===== src/rtl/fetch_stage_pkg.sv =====
// Shared definitions for the MIPS instruction-fetch stage: reset PC, NOP
// encoding, instruction field positions and fetch FSM encodings.
package fetch_stage_pkg;

  localparam logic [31:0] RESET_PC_DEFAULT = 32'h0000_3000;
  localparam logic [31:0] NOP_INSTR        = 32'h0000_0000;

  localparam int OPCODE_MSB = 31;
  localparam int OPCODE_LSB = 26;
  localparam int RS_MSB     = 25;
  localparam int RS_LSB     = 21;
  localparam int RT_MSB     = 20;
  localparam int RT_LSB     = 16;
  localparam int RD_MSB     = 15;
  localparam int RD_LSB     = 11;
  localparam int FUNCT_MSB  = 5;
  localparam int FUNCT_LSB  = 0;
  localparam int IMM_MSB    = 15;
  localparam int IMM_LSB    = 0;
  localparam int TGT_MSB    = 25;
  localparam int TGT_LSB    = 0;

  typedef enum logic [1:0] {
    FETCH = 2'd0,
    HOLD  = 2'd1,
    DRAIN = 2'd2
  } fetch_state_e;

  function automatic logic [31:0] word_align(input logic [31:0] addr);
    return {addr[31:2], 2'b00};
  endfunction

endpackage


===== src/rtl/fetch_stage_if_id_reg.sv =====
// IF/ID pipeline register: load has priority over clear; otherwise the
// contents hold. Decode fields are plain slices of the registered word.
module fetch_stage_if_id_reg
  import fetch_stage_pkg::*;
(
  input  logic        clk,
  input  logic        rst_n,
  input  logic        load_i,
  input  logic        clear_i,
  input  logic [31:0] instr_i,
  input  logic [31:0] pc_i,
  output logic        valid_o,
  output logic [31:0] pc_o,
  output logic [31:0] pc4_o,
  output logic [31:0] instr_o,
  output logic [5:0]  opcode_o,
  output logic [4:0]  rs_o,
  output logic [4:0]  rt_o,
  output logic [4:0]  rd_o,
  output logic [5:0]  funct_o,
  output logic [15:0] imm16_o,
  output logic [25:0] target26_o
);

  logic        valid_q;
  logic [31:0] pc_q;
  logic [31:0] pc4_q;
  logic [31:0] instr_q;

  // Clearing drops only the valid bit; the stale word is harmless once invalid.
  always_ff @(posedge clk or negedge rst_n) begin
    if (!rst_n) begin
      valid_q <= 1'b0;
      pc_q    <= 32'h0;
      pc4_q   <= 32'h0;
      instr_q <= NOP_INSTR;
    end else if (load_i) begin
      valid_q <= 1'b1;
      pc_q    <= pc_i;
      pc4_q   <= pc_i + 32'd4;
      instr_q <= instr_i;
    end else if (clear_i) begin
      valid_q <= 1'b0;
    end
  end

  assign valid_o    = valid_q;
  assign pc_o       = pc_q;
  assign pc4_o      = pc4_q;
  assign instr_o    = instr_q;
  assign opcode_o   = instr_q[OPCODE_MSB:OPCODE_LSB];
  assign rs_o       = instr_q[RS_MSB:RS_LSB];
  assign rt_o       = instr_q[RT_MSB:RT_LSB];
  assign rd_o       = instr_q[RD_MSB:RD_LSB];
  assign funct_o    = instr_q[FUNCT_MSB:FUNCT_LSB];
  assign imm16_o    = instr_q[IMM_MSB:IMM_LSB];
  assign target26_o = instr_q[TGT_MSB:TGT_LSB];

endmodule


===== src/rtl/fetch_stage.sv =====
// Instruction-fetch stage: PC, single-outstanding req/ack fetch FSM, one-word
// skid buffer for decode stalls, and the IF/ID register feeding decode.
module fetch_stage
  import fetch_stage_pkg::*;
#(
  parameter logic [31:0] RESET_PC = RESET_PC_DEFAULT
) (
  input  logic         clk,
  input  logic         rst_n,
  output logic         imem_req,
  output logic [31:0]  imem_addr,
  input  logic         imem_ack,
  input  logic [31:0]  imem_rdata,
  input  logic         redirect_valid,
  input  logic [31:0]  redirect_pc,
  input  logic         id_stall,
  output logic         id_valid,
  output logic [31:0]  id_pc,
  output logic [31:0]  id_pc4,
  output logic [31:0]  id_instr,
  output logic [5:0]   id_opcode,
  output logic [4:0]   id_rs,
  output logic [4:0]   id_rt,
  output logic [4:0]   id_rd,
  output logic [5:0]   id_funct,
  output logic [15:0]  id_imm16,
  output logic [25:0]  id_target26,
  output fetch_state_e dbg_state
);

  // Handshake: imem_req/imem_addr come from registered state only, so they
  // stay stable until the cycle imem_ack is seen high; one request at a time.

  fetch_state_e state_q, state_d;
  logic [31:0]  pc_q, pc_d;
  logic [31:0]  drain_addr_q, drain_addr_d;
  logic [31:0]  skid_instr_q, skid_instr_d;
  logic [31:0]  skid_pc_q, skid_pc_d;

  logic         ifid_load;
  logic         ifid_clear;
  logic [31:0]  ifid_instr;
  logic [31:0]  ifid_pc;
  logic         if_free;

  assign if_free = !id_valid || !id_stall;

  always_ff @(posedge clk or negedge rst_n) begin
    if (!rst_n) begin
      state_q      <= FETCH;
      pc_q         <= RESET_PC;
      drain_addr_q <= 32'h0;
      skid_instr_q <= NOP_INSTR;
      skid_pc_q    <= 32'h0;
    end else begin
      state_q      <= state_d;
      pc_q         <= pc_d;
      drain_addr_q <= drain_addr_d;
      skid_instr_q <= skid_instr_d;
      skid_pc_q    <= skid_pc_d;
    end
  end

  always_comb begin
    state_d      = state_q;
    pc_d         = pc_q;
    drain_addr_d = drain_addr_q;
    skid_instr_d = skid_instr_q;
    skid_pc_d    = skid_pc_q;
    ifid_load    = 1'b0;
    ifid_instr   = imem_rdata;
    ifid_pc      = pc_q;
    // Redirect flushes IF/ID; otherwise a consumed entry empties unless refilled.
    ifid_clear   = redirect_valid || !id_stall;

    case (state_q)
      FETCH: begin
        if (redirect_valid) begin
          pc_d         = word_align(redirect_pc);
          drain_addr_d = pc_q;
          state_d      = imem_ack ? FETCH : DRAIN;
        end else if (imem_ack) begin
          pc_d = pc_q + 32'd4;
          if (if_free) begin
            ifid_load = 1'b1;
          end else begin
            skid_instr_d = imem_rdata;
            skid_pc_d    = pc_q;
            state_d      = HOLD;
          end
        end
      end
      HOLD: begin
        if (redirect_valid) begin
          pc_d    = word_align(redirect_pc);
          state_d = FETCH;
        end else if (!id_stall) begin
          ifid_load    = 1'b1;
          ifid_instr   = skid_instr_q;
          ifid_pc      = skid_pc_q;
          state_d      = FETCH;
        end
      end
      DRAIN: begin
        // A new redirect while draining only retargets pc; the stale
        // request itself must still complete before fetching resumes.
        if (redirect_valid) begin
          pc_d = word_align(redirect_pc);
        end
        if (imem_ack) begin
          state_d = FETCH;
        end
      end
      default: begin
        state_d = FETCH;
      end
    endcase
  end

  assign imem_req  = rst_n && (state_q != HOLD);
  assign imem_addr = (state_q == DRAIN) ? drain_addr_q : pc_q;
  assign dbg_state = state_q;

  fetch_stage_if_id_reg u_if_id_reg (
    .clk        (clk),
    .rst_n      (rst_n),
    .load_i     (ifid_load),
    .clear_i    (ifid_clear),
    .instr_i    (ifid_instr),
    .pc_i       (ifid_pc),
    .valid_o    (id_valid),
    .pc_o       (id_pc),
    .pc4_o      (id_pc4),
    .instr_o    (id_instr),
    .opcode_o   (id_opcode),
    .rs_o       (id_rs),
    .rt_o       (id_rt),
    .rd_o       (id_rd),
    .funct_o    (id_funct),
    .imm16_o    (id_imm16),
    .target26_o (id_target26)
  );

endmodule


===== config.mk =====
export PLATFORM = sky130hd
export DESIGN_NAME = fetch_stage
export DESIGN_NICKNAME = d
export VERILOG_FILES = /design/src/rtl/fetch_stage_pkg.sv /design/src/rtl/fetch_stage_if_id_reg.sv /design/src/rtl/fetch_stage.sv
export SDC_FILE = /design/constraint.sdc
export NUM_CORES = 1
export LEC_CHECK = 0
export ABC_AREA = 1
export CAP_MARGIN = 10
export CORE_ASPECT_RATIO = 0.5
export CORE_MARGIN = 2
export CORE_UTILIZATION = 51
export CTS_CLUSTER_SIZE = 8
export DETAILED_ROUTE_END_ITERATION = 10
export HOLD_SLACK_MARGIN = 0.1
export PLACE_DENSITY = 0.81
export SYNTH_ARGS = -nofsm -noshare
export SYNTH_HDL_FRONTEND = slang
export SYNTH_SLANG_ARGS = --single-unit

===== constraint.sdc =====
create_clock -name clk -period 2.7 [get_ports clk]
set_clock_uncertainty 0.15 [all_clocks]
set_input_delay 0.27 -clock clk [delete_from_list [all_inputs] [get_ports clk]]
set_output_delay 0.27 -clock clk [all_outputs]
set_load 0.01 [all_outputs]

### Yosys cells after proc, flatten, opt, wreduce, memory -nomap -nowiden

Cells that the tools add are included.

| storage, ports and cells | value |
|---|---|
| flip-flop bits (word level) | 227 |
| bits of input ports | 69 |
| output and inout port bits | 201 |
| logic and storage cells | 61 |

| operators by class | value |
|---|---|
| $add $sub $neg | 2 |
| equal/unequal tests | 8 |
| muxes and demuxes | 27 |
| bitwise gates (word level) | 2 |
| reduce and logical (&&, ||, !) cells | 13 |

Operators by type and width:

| kind | count |
|---|---|
| two-way mux 32 bit | 10 |
| adder 32 x 3 -> 32 bit, second input constant | 2 |
| one-hot mux 32 bit (2 select lines) | 1 |
| two-way mux 2 bit | 7 |
| inequality test 3 bit, second input constant | 3 |
| AND reduction 4 bit | 2 |
| two-way mux 1 bit | 7 |
| one-hot mux 2 bit (3 select lines) | 1 |
| inequality test 2 x 1 -> 1 bit, second input constant | 2 |
| nonzero test 2 bit | 2 |
| AND reduction 3 bit | 1 |
| equality test 2 x 1 -> 1 bit, second input constant | 1 |
| equality test 2 bit, second input constant | 1 |
| logical NOT 1 bit | 2 |
| logical NOT 2 bit | 1 |
| logical OR 1 bit | 2 |
| inequality test 2 bit, second input constant | 1 |
| NOT 1 bit | 2 |
| one-hot mux 1 bit (2 select lines) | 1 |
| AND reduction 2 bit | 1 |
| OR reduction 2 bit | 1 |
| logical AND 1 bit | 1 |

### Logic depth before layout (Yosys ltp)

| depth | value |
|---|---|
| depth after elaboration | 7 |
| depth in mapped cells | 16 |
| mapped depth without buffers | 16 |

### Hierarchy

Synthesis repeated with hierarchy kept, for this count alone.

| second synthesis, totals | value |
|---|---|
| cell total of the unflattened synthesis | 1615 |
| area total of the unflattened synthesis | 11791.3 µm² |

By module, submodules not included:

| module | times used | cells an instance | area an instance (µm²) | sequential area each (µm²) |
|---|---|---|---|---|
| fetch_stage | 1 | 975 | 6886.6 | 3105.5 |
| fetch_stage_if_id_reg | 1 | 640 | 4904.7 | 2377.3 |

### Least setup slack after synthesis

No wires, ideal clock.

| path | value |
|---|---|
| path type | reg2reg |
| from | register state_q[1] (netlist: dbg_state[1]) |
| to | register u_if_id_reg.pc4_q[30] (netlist: u_if_id_reg.pc4_o[30]) |
| setup time | 0.125 ns |
| arrival time | 2.011 ns |
| data required time | 2.425 ns |
| path slack | 0.414 ns |
| stages on the path, launching flop included | 15 |
| clock period less this slack | 2.286 ns |
| path through | dfrtp_1 -> inv_1 -> ha_1 -> nand2_1 -> nor2_4 -> nand2_1 -> nand2_1 -> ha_1 -> nand3_2 -> inv_2 -> nand3_2 -> nor2_4 -> nand3_1 -> nand2_1 -> nand3_1 |

| between the ends | value |
|---|---|
| word-level cells in the longest chain between the ends | 3 |
| elaborated cells on any way between the ends | 5 |

Ends and longest elaborated chain:

| item | line | RTL |
|---|---|---|
| from (decl) | fetch_stage.sv:34 | `fetch_state_e state_q, state_d;` |
| from (signal assigned) | fetch_stage.sv:56 | `state_q <= state_d;` |
| equality test 2 x 1 -> 1 bit | fetch_stage.sv:76 | `case (state_q)` |
| two-way mux 32 bit | fetch_stage.sv:76 |  |
| net ifid_pc[2] | fetch_stage.sv:43 | `logic [31:0] ifid_pc;` |
| adder 32 x 3 -> 32 bit | fetch_stage_if_id_reg.sv:40 | `pc4_q <= pc_i + 32'd4;` |
| to (signal assigned) | fetch_stage_if_id_reg.sv:40 |  |
| to (decl) | fetch_stage_if_id_reg.sv:27 | `logic [31:0] pc4_q;` |

The timed path passes the listed nets, and every way through them passes these cells.
A chain may end at the register's enable or synchronous reset.

### Worst setup path in the final report

| path | value |
|---|---|
| from | register state_q[0] (netlist: dbg_state[0]) |
| to | output imem_addr[29] |

| between the ends | value |
|---|---|
| word-level cells in the longest chain between the ends | 2 |

Ends and longest elaborated chain:

| item | line | RTL |
|---|---|---|
| equality test 2 bit | fetch_stage.sv:121 | `assign imem_addr = (state_q == DRAIN) ? drain_addr_q : pc_q;` |
| two-way mux 32 bit | fetch_stage.sv:121 |  |
| to (decl) | fetch_stage.sv:11 | `output logic [31:0] imem_addr,` |

Every way passes these cells.

==> metrics <==
WP data arrival 2190 ps; fill count 1884; H-tree depth 1; final total power 17.5 mW; total negative slack 0 ps; worst hold-check path type input port to async pin; area delta synth->final 29.9%; first-pass GRT wire length around 56000 um; final wirelength 35500 um; die width 218 um; core area 0.0226 mm^2; register area share after synthesis 46.7%; num rows 39; Final Instance Area 0.0151 mm^2; critical path peak fanout 31; initial core utilization 51.5%; latest clock arrival within the worst-skew pair roughly 560 ps; commonest non-fill, non-tap cell in the layout nand2_1; # diodes 0; CP Capture Type output port; Psw slightly below 7 mW; CP Class register to output port; dpl cell area 0.0142 mm^2; Clock Tree Root clkbuf_16; Max Buffers Root-to-Sink 3; Clock Sinks about 220; routed via count 10800; part of the power in the clock network 19.7%; Max-slew headroom 23.5%; Tcrit/Tclk final 96.6%; CTS tree built; Layout Utilization 66.9%; cell at the slowest stage of the critical path clkdlybuf4s50_1; Unique masters post-synth 39; clock period minus worst slack approximately 2600 ps; number of global-route vias before repair 10400; FF+latch count, synth 217; Avg WL per Cell 17.9 um; async set-or-reset flop fraction in the synthesized netlist 100%; Post-synth EDFFs 0; initial antenna violation count 0; total grt overflow 0; reg-to-reg startpoint dbg_state[1]; nets 1739; Startpoint Class register; WP data required 2280 ps; Avg Cell Area, Syn just under 8 um^2; number of buffers created by CTS 31; Detail Placement HPWL roughly 25000 um; Syn Inst Count 1474; Crit. Startpoint dbg_state[0]; register share of total power between 30% and 40%; Worst path max stage delay 550 ps; combinational share of power between 40% and 50%; Hold Vio Cnt, Final 0; maximum VDD drop approximately 0.53 mV; Setup Buffers After CTS 0; Final setup viols 0; DR iter-0 viols 1045; Reg area 0.00543 mm^2; IO Count 270; Pwr per Cell Area around 1200 mW/mm^2; Multi-input gate area 0.00504 mm^2; Worst-path clk slew 50 ps; crit path cell chain inv_1, ha_4, buf_12, nand2_1, o21ai_0, clkdlybuf4s50_1; most frequent cells in the layout nand2_1 (447), clkdlybuf4s50_1 (234), dfrtp_1 (215); internal power ~11 mW; Total GRT Usage 29.2%; Placer Congestion 0.895; die height about 110 um; Die ar. 0.0241 mm^2; FMAX 383 MHz; fin. max-slew vios 0; Ys Warns 0; Pre-antenna DRT Iters 7; drt drc 0; Worst-Margin Slew between 1000 and 1500 ps; Max-Cap Viols 0; DRT antenna net count 0; top_reg_cell synth dfrtp_1; leakage slightly below 7 nW; via-per-instance ratio roughly 5.5; status completed; Buffers on Ports 261; Net Sw Frac 39.8%; largest net degree at the start of global routing 185; share of cells above drive strength 1 a little under a tenth; synthesized area 0.0116 mm^2
-- Yosys cell counts, types with 9 or more instances --
cell | number | area (um^2)
a21oi_1 | 9 | 45.0
a22oi_1 | 10 | 75.1
a31oi_1 | 39 | 244
buf_2 | 18 | 90.1
buf_4 | 78 | 586
clkbuf_1 | 43 | 161
dfrtp_1 | 215 | 5380
inv_1 | 77 | 289
mux2_2 | 32 | 360
nand2_1 | 447 | 1680
nand2_2 | 11 | 68.8
nand3_1 | 85 | 425
nand3b_1 | 11 | 82.6
nand4_1 | 20 | 125
nor2_1 | 130 | 488
nor2_2 | 12 | 75.1
nor3_1 | 11 | 55.1
o211ai_1 | 15 | 113
o21ai_0 | 139 | 696
o22ai_1 | 10 | 62.6
-- critical path: cells and delay by family, from the launching register on --
kind / cells / cell delay [ps]
compound gates: 1 / 70
buf+inv: 3 / 880
fa+ha+maj: 1 / 200
simple gates: 1 / 60
flops: 1 / 410
-- registers in the layout, summed over array words and instances, names as in the netlist --
name,count
dbg_state,2
drain_addr_q,30
pc_q,30
skid_instr_q,32
skid_pc_q,30
u_if_id_reg.instr_o,32
u_if_id_reg.pc4_o,30
u_if_id_reg.pc_o,30
u_if_id_reg.valid_o,1
-- through the flow --
stage | std cells | hold slack [ps] | worst slack [ps]
floorplan | 1479 | -176 | 414
global placement | 1936 | 4.69 | 154
detailed placement | 1936 | 6.57 | 124
CTS | 1982 | 129 | -7.72
global route | 1983 | 132 | -24.6
finish | 1983 | 139 | 91.0
-- kinds of logic after synthesis --
logic type / synth area share, %
simple gates: 27.4
xor+xnor: 0.526
flops: 46.7
buf+inv: 10.6
mux: 3.09
other cells: 0.0322
fa+ha+maj: 0.537
compound gates: 11.2
-- worst paths after layout --
kind	end	slack (ps)	depth (start not counted)
min in group clk	u_if_id_reg.instr_o[21]	170	3
max in group asynchronous	u_if_id_reg.pc4_o[26]	1150	3
worst min-delay path	pc_q[12]	140	2
worst max-delay path	imem_addr[29]	90	6
worst max register to register	u_if_id_reg.pc4_o[28]	130	14
worst min register to register	u_if_id_reg.pc_o[18]	330	2
-- final cells by class --
cell class                      count  share of cell area [%]
Tap cell                          307                    2.54
Sequential cell                   217                    35.9
Clock inverter                      2                   0.116
Clock buffer                       42                    5.40
Timing Repair Buffer              302                    20.6
Multi-Input combinational cell   1029                    33.3
Inverter                           84                    2.09
-- layer usage --
metal | vias to the layer above | GRT usage, % | routed length, um | share of wire (%)
met4 | 0 | 6.12 | 597 | 1.7
met3 | 51 | 5.43 | 2970 | 8.4
li1 | 5136 | - | - | -
met5 | - | 0 | 0 | 0
met2 | 433 | 46.9 | 16400 | 46
met1 | 5207 | 41.3 | 15500 | 44
-- power groups by stage --
stage | Combinational, mW | Clock, mW | Sequential, mW
global placement | 7.79 | 0 | 5.95
finish | 7.98 | 3.45 | 6.06
global route | 8.69 | 3.65 | 6.21
CTS | 7.97 | 3.48 | 6.02
floorplan | 4.13 | 0 | 5.94
detailed placement | 7.96 | 0 | 6.04
-- repair_timing --
action                     4_1_cts  5_1_grt
gates cloned                     0        1
pin swaps                        0        0
setup endpoints to repair        9       25
hold endpoints to repair       181        0
resized for setup               13       23
hold buffers                     2        0
Power figures use the tool's default switching activity.
